### src/rtl/fwd_sel_reg_pkg.sv
// Shared pipeline definitions for the operand-forwarding stage.
// State encoding and default datapath width.
package fwd_sel_reg_pkg;

  localparam int DEF_DATA_W = 32;

  typedef enum logic [1:0] {
    EMPTY = 2'd0,
    VALID = 2'd1,
    HELD  = 2'd2
  } fwd_state_e;

endpackage

### src/rtl/fwd_sel_reg_mux.sv
// N-input combinational selector; out-of-range select yields zero.
// Also flags the out-of-range condition for the capture stage.
module mux_n #(
  parameter int DATA_W = 32,
  parameter int N_IN   = 3,
  parameter int SEL_W  = 2
) (
  input  logic [SEL_W-1:0]       sel_i,
  input  logic [N_IN*DATA_W-1:0] data_i,
  output logic [DATA_W-1:0]      y_o,
  output logic                   err_o
);

  localparam int unsigned NU = N_IN;

  always_comb begin
    y_o = '0;
    for (int i = 0; i < N_IN; i++) begin
      if (sel_i == SEL_W'(i)) begin
        y_o = data_i[i*DATA_W +: DATA_W];
      end
    end
  end

  assign err_o = (32'(sel_i) >= NU);

endmodule

### src/rtl/fwd_sel_reg.sv
// Forwarding operand select with registered output, stall hold,
// flush squash and saturating stall-duration counter.
module fwd_sel_reg
  import fwd_sel_reg_pkg::*;
#(
  parameter int DATA_W      = DEF_DATA_W,
  parameter int N_IN        = 3,
  parameter int SEL_W       = 2,
  parameter int STALL_CNT_W = 4
) (
  input  logic                   clk,
  input  logic                   rst,
  input  logic [SEL_W-1:0]       flag,
  input  logic [N_IN*DATA_W-1:0] data_in,
  input  logic                   in_valid,
  input  logic                   stall,
  input  logic                   flush,
  output logic [DATA_W-1:0]      out,
  output logic                   out_valid,
  output logic                   sel_err,
  output logic                   held,
  output logic [STALL_CNT_W-1:0] stall_cnt
);

  fwd_state_e             state_q, state_d;
  logic [DATA_W-1:0]      out_q, out_d;
  logic                   vld_q, vld_d;
  logic                   err_q, err_d;
  logic                   held_q, held_d;
  logic [STALL_CNT_W-1:0] cnt_q, cnt_d;

  logic [DATA_W-1:0] mux_y;
  logic              mux_err;

  mux_n #(
    .DATA_W (DATA_W),
    .N_IN   (N_IN),
    .SEL_W  (SEL_W)
  ) u_mux (
    .sel_i  (flag),
    .data_i (data_in),
    .y_o    (mux_y),
    .err_o  (mux_err)
  );

  always_comb begin
    state_d = state_q;
    out_d   = out_q;
    vld_d   = vld_q;
    err_d   = err_q;
    held_d  = held_q;
    cnt_d   = cnt_q;
    priority case (1'b1)
      flush: begin
        state_d = EMPTY;
        out_d   = '0;
        vld_d   = 1'b0;
        err_d   = 1'b0;
        held_d  = 1'b0;
        cnt_d   = '0;
      end
      stall: begin
        if (state_q != EMPTY) begin
          state_d = HELD;
          held_d  = 1'b1;
          cnt_d   = (&cnt_q) ? cnt_q : cnt_q + 1'b1;
        end else begin
          held_d  = 1'b0;
          cnt_d   = '0;
        end
      end
      in_valid: begin
        state_d = VALID;
        out_d   = mux_y;
        vld_d   = 1'b1;
        err_d   = mux_err;
        held_d  = 1'b0;
        cnt_d   = '0;
      end
      default: begin
        state_d = EMPTY;
        out_d   = '0;
        vld_d   = 1'b0;
        err_d   = 1'b0;
        held_d  = 1'b0;
        cnt_d   = '0;
      end
    endcase
  end

  always_ff @(posedge clk) begin
    if (rst) begin
      state_q <= EMPTY;
      out_q   <= '0;
      vld_q   <= 1'b0;
      err_q   <= 1'b0;
      held_q  <= 1'b0;
      cnt_q   <= '0;
    end else begin
      state_q <= state_d;
      out_q   <= out_d;
      vld_q   <= vld_d;
      err_q   <= err_d;
      held_q  <= held_d;
      cnt_q   <= cnt_d;
    end
  end

  assign out       = out_q;
  assign out_valid = vld_q;
  assign sel_err   = err_q;
  assign held      = held_q;
  assign stall_cnt = cnt_q;

endmodule

### config.mk
export PLATFORM = sky130hd
export DESIGN_NAME = fwd_sel_reg
export DESIGN_NICKNAME = d
export VERILOG_FILES = /design/src/rtl/fwd_sel_reg_pkg.sv /design/src/rtl/fwd_sel_reg_mux.sv /design/src/rtl/fwd_sel_reg.sv
export SDC_FILE = /design/constraint.sdc
export NUM_CORES = 1
export LEC_CHECK = 0
export ABC_CLOCK_PERIOD_IN_PS = 2100
export CORE_UTILIZATION = 39
export CTS_CLUSTER_SIZE = 25
export DETAILED_ROUTE_END_ITERATION = 12
export PLACE_DENSITY_LB_ADDON = 0.25
export SYNTH_ARGS = -nofsm -noshare
export SYNTH_HDL_FRONTEND = slang
export SYNTH_SLANG_ARGS = --single-unit
### constraint.sdc
create_clock -name clk -period 2.1 [get_ports clk]
set_clock_uncertainty 0.05 [all_clocks]
set_input_delay 0.42 -clock clk [delete_from_list [all_inputs] [get_ports clk]]
set_output_delay 0.42 -clock clk [all_outputs]
set_load 0.01 [all_outputs]
==> impl_metrics.yaml <==
placed_design:
  buffer_ports.inserted: 141
  routabilityCongestion: 0.7634
  placed_insts: 440
  dp_slack_ns: 0.2989
  dp.final_hpwl_um: 4438
layout:
  final_nets: 479
  layout-area-overhead-vs-synth_pct: 69.83
  layout.cells.most_common: "clkdlybuf4s50_1"
  final_cell_count_no_fill: 447
  diodes_inserted: 0
  share_of_layout_cells_above_drive_strength_1: 0.04533
  layout.filler_cells: 493
  commonest_non_fill_non_tap_cells_in_the_layout: "clkdlybuf4s50_1, dfxtp_1, inv_1, o21ai_0, a32o_1"
  multiInputGateArea_um2: 1110
  register_area_um2: 820.8
synthesis:
  post_synthesis_simple_gate_area_fraction: 0.1282
  synth_seq_cells: 41
  mean_syn_cell_area_um2: 9.076
  number_of_enable_flip_flop_cells_after_synthesis: 0
  synth_fa_ha_area_frac: 0.005650
  synth.yosys.warnings: 0
  multiplexer_fraction_of_the_synthesized_cell_area: 0.004520
  synth_nets: 348
  synth_cell_type_count: 23
  post_synthesis_xor_xnor_area_fraction: 0.003955
  ys_dominant_reg_cell: "dfxtp_1"
  synthArstFlopShare: 0
  syn_area_um2: 2215
  synth_seq_area_share: 0.3706
  synth-compound-area-share: 0.3588
  synth_top_family_by_area: "compound AO/OA/AOI/OAI gates"
  synthesis.instances: 244
timing:
  tightestPinTransition_ns: 0.3785
  final.setup.worst_slack_ns: 0.3431
  finalHoldWorstSlack_ns: 0.4105
  totalNegativeSetupSlack_ns: 0
  grt_setup_unrepaired: "no"
  timing.final.max_slew_violations: 0
  finalSetupViolations: 0
  final_hold_violations: 0
  clock.fmax_mhz: 569.2
  period_needed_ns: 1.757
  slew-limit-headroom: 0.7460
  final_min_period_over_clock_period: 0.8366
floorplan:
  die_h_um: 77.36
  boundaryPins: 142
  die_area_um2: 5984
  die_width_um: 77.36
  std_cell_rows: 27
  initial_core_utilization: 0.4047
  coreArea_um2: 5473
worst_setup_path:
  timing.reg2reg.setup_slack_ns: 0.86
  worst_ep_arrival_time_ns: 1.29
  critPathMaxFanout: 5
  crit_path_cell_trace: "clkdlybuf4s50_1"
  timing.critical_path.max_delay_family: "buffers and inverters"
  critical-path-max-stage-delay_ns: 0.58
  critPathLaunchType: "flip-flop"
  critPathKind: "reg -> out"
  worst-path-buf-inv: 1
  cp_data_required_time_ns: 1.63
  crit_slowest_cell: "clkdlybuf4s50_1"
  setup.worst_path.end_class: "primary output"
cts:
  cts.repair_timing.setup_buffer_count: 0
  cts_htree_levels: 2
  clkLatencyLatePin_ns: 0.29
  root_buffer: "clkbuf_8"
  clk_transition_reported_paths_ns: 0.08
  cts-buffers-inserted: 5
  clock_tree.buffer_depth: 2
  cts_tree: "built"
  clkSinkCount: 41
  post_cts_resized: 0
  holdBufCountCts: 0
flow_run:
  max_cap_viol_count: 0
route:
  drt_drc_violations_left: 0
  wire_per_inst_um: 13.84
  drtIter0Drc: 141
  post_drt_via_cell_ratio: 5.141
  detail_route.wirelength_um: 6185
  dr.pass1.iters: 4
  routed_vias: 2298
  post_route_ant_nets: 0
global_route:
  grt_first_pass_wirelength_um: 9867
  gr-usage-met1: 0.2469
  global_routing_usage_on_met3: 0.06471
  globalRouteTotalUtil: 0.2053
  grt_max_degree: 65
  grt_pass1_vias: 2191
  groute.layer.met2.usage: 0.3540
  grt-busiest-layer: "met2"
  number_of_antenna_violations_at_the_first_check_in_global_routing: 0
  grt_remaining_overflow: 0
power_and_ir_drop:
  power_density_nw_per_um2: 480.2
  vdd_ir_drop_max_mv: 0.3112
  power.leakage_nw: 1.519
outcome:
  run_status: "complete, no violations"
hold_path:
  hold_class: "reg -> reg"
-- through the flow --
step	total power (W)	util	instance area, µm²
after floorplan	0.0009807	-	2215
after global placement	0.001222	0.6683	3657
after detailed placement	0.001228	0.6683	3657
after CTS	0.001830	0.6872	3761
after global routing	0.001898	0.6872	3761
final	0.001806	0.6872	3761
-- cells in the mapped netlist (2+ instances only) --
cell / instances / share of area
o21ai_0: 33 / 0.075
nor2_1: 3 / 0.0051
nor2b_1: 32 / 0.090
nand3_1: 2 / 0.0045
buf_2: 5 / 0.011
buf_6: 7 / 0.036
a32o_1: 33 / 0.15
clkbuf_1: 8 / 0.014
dfxtp_1: 41 / 0.37
buf_4: 3 / 0.010
inv_1: 34 / 0.058
a211o_1: 32 / 0.13
-- worst paths after layout --
check	from	to	cells after the start
worst max-delay path	stall_cnt[0]$_SDFFE_PP0N_	stall_cnt[0]	1
worst min-delay path	out_valid$_SDFFE_PP0N_	out_valid$_SDFFE_PP0N_	1
worst max register to register	stall_cnt[0]$_SDFFE_PP0N_	stall_cnt[1]$_SDFFE_PP0N_	4
worst min register to register	out_valid$_SDFFE_PP0N_	out_valid$_SDFFE_PP0N_	1
-- metal layers --
metal  vias up  share of wire
met3         6          0.079
met2        91           0.48
met1      1052           0.44
met5         -              0
li1       1149              -
met4         0         0.0078
-- power by group --
part           internal [W]  total (W)  switching [W]
clock              0.000345   0.000598       0.000252
combinational      0.000271   0.000409       0.000138
sequential         0.000792   0.000799     0.00000737
total               0.00141    0.00181       0.000398
-- registers in the layout, indices dropped and copies added, names as in the netlist --
signal and cells:
held 1, out 32, out_valid 1, sel_err 1
stall_cnt 4, state_q 2
-- kinds of logic (layout without fill, tap and decap cells) --
group / after synthesis / after routing
compound gates: 101 / 101
buf+inv: 57 / 188
simple gates: 42 / 42
flops: 41 / 41
fa+ha+maj: 1 / 1
xor+xnor: 1 / 1
mux: 1 / 1
-- area by class of cell --
type | count | area share
multi-input combinational | 146 | 0.2951
tap | 72 | 0.02395
timing repair buffer | 147 | 0.4012
inverter | 34 | 0.03393
sequential | 41 | 0.2182
clock inverter | 2 | 0.009315
clock buffer | 5 | 0.01830
No activity file was read; power rests on OpenSTA's default activity.
==> RTL change: new RTL, config.mk and constraints unchanged <==
Change the package constant `DEF_DATA_W` from 32 to 64.
--- a/src/rtl/fwd_sel_reg_pkg.sv
+++ b/src/rtl/fwd_sel_reg_pkg.sv
@@ -2,7 +2,7 @@
 // State encoding and default datapath width.
 package fwd_sel_reg_pkg;
 
-  localparam int DEF_DATA_W = 32;
+  localparam int DEF_DATA_W = 64;
 
   typedef enum logic [1:0] {
     EMPTY = 2'd0,
Ports: changed (resized data_in and out); port bits go from 142 to 270. The function was not compared with the original's and may differ.
==> RTL change against the original RTL <==
Die area increased by 82%; global-route usage rose by 4.0 points; final area is 87% higher; non-clock buffer count up 133; cell count increased by 89%; area after synthesis increased by 85%; hold slack better by 1.8 ps; total power up 82%; sequential cell count increased by 32; worst setup slack worse by 48 ps; routed wire length up 120%.
==> RTL change: results (changes against the original RTL) <==
outcome:
  status: "complete, no violations"  # unchanged
clock_tree:
  cts_buffers: 9  # was 5
  clkLatencyLatePin_ps: 330  # was 290 ps
  cts_root_buf: "clkbuf_8"  # unchanged
  h-tree-depth: 3  # was 2
finish:
  num-nets-final: 905  # was 479
  drive_gt1_share_pct: 4.654  # was 4.533%
  fillCellCount: 790  # was 493
  largest_reg_flops: 64  # was 32
global_routing:
  grtUsageMet1_pct: 27.14  # was 24.69%
  grt_max_degree: 68  # was 65
  grt.total_usage_pct: 24.55  # was 20.53%
  grt_pass1_wl_um: 21560  # was 9867 um
  gr-usage-met3_pct: 6.328  # was 6.471%
  grt_pass1_vias: 4359  # was 2191
  grt_overflow: 0  # unchanged
  met2_usage_pct: 44.80  # was 35.40%
worst_hold_path:
  min_from: "out_valid$_SDFFE_PP0N_"  # unchanged
synth:
  syn-num-nets: 663  # was 348
  synthTopCellsByArea: "dfxtp_1, a32o_1, a211o_1, nor2b_1, o21ai_0"  # unchanged
  ys_seq_area_share_pct: 35.72  # was 37.06%
  yosysUniqueCellTypes: 24  # was 23
  synth_common_cells: "dfxtp_1, a32o_1"  # was dfxtp_1, inv_1, a32o_1, o21ai_0
power_and_ir_drop:
  power.leakage_nw: 2.827  # was 1.519 nW
  worst_ir_drop_vdd_mv: 0.2823  # was 0.3112 mV
route:
  drtPass1Iterations: 5  # was 4
  vias: 4490  # was 2298
  drtIter0Drc: 272  # was 141
  wl_per_cell_um: 16.18  # was 13.84 um
place:
  portBuffers: 269  # was 141
  hpwlAfterDp_um: 10250  # was 4438 um
  gp_congestion: 0.8357  # was 0.7634
setup_path:
  crit_path_start: "stall_cnt[2]$_SDFFE_PP0N_"  # was stall_cnt[0]$_SDFFE_PP0N_
  worst-path-max-fanout: 6  # was 5
timing:
  worst_slew_pin_slew_ps: 379.0  # was 378.5 ps
==> RTL change: layer usage <==
metal	up-vias	wire, um	part of all wire, %
met3	21	970	7.1
met2	187	7149	52
met1	2115	5286	39
met4	0	270	2.0
li1	2167	-	-
met5	-	0	0
==> RTL change: final timing paths <==
path / to / slack, ps / depth (start not counted)
max: stall_cnt[2] / 300 / 1
min: out_valid$_SDFFE_PP0N_ / 410 / 1
max reg2reg: stall_cnt[1]$_SDFFE_PP0N_ / 870 / 4
min reg2reg: out_valid$_SDFFE_PP0N_ / 410 / 1
==> RTL change: layout make-up <==
cell class	instances	area [um^2]	share of cell area, %
Timing Repair Buffer	280	2895	41.17
Clock inverter	6	60.06	0.8541
Inverter	66	247.7	3.523
Multi-Input combinational cell	275	2073	29.48
Clock buffer	9	123.9	1.762
Tap cell	136	170.2	2.420
Sequential cell	73	1461	20.78
==> RTL change: power by group <==
part,internal (W),total (W),switching (W)
logic,0.000530,0.000817,0.000287
registers,0.00141,0.00143,0.0000145
clock network,0.000536,0.00104,0.000506
total,0.00248,0.00328,0.000807
==> RTL change: per-stage QoR <==
step / setup WS (ps) / std cells
finish: 295.1 / 845
detailed placement: 167.6 / 830
CTS: 280.6 / 845
global placement: 201.6 / 830
global route: 230.6 / 845
floorplan: 654.7 / 463
==> RTL change: logic make-up (layout without fill, tap and decap cells) <==
group           count (synthesis)  count (layout)  share of synthesized area [%]
flops                          73              73                          35.72
buf+inv                       115             361                          13.98
compound gates                197             197                          38.17
fa+ha+maj                       1               1                         0.3058
mux                             1               1                         0.2447
simple gates                   75              75                          11.38
xor+xnor                        1               1                         0.2141
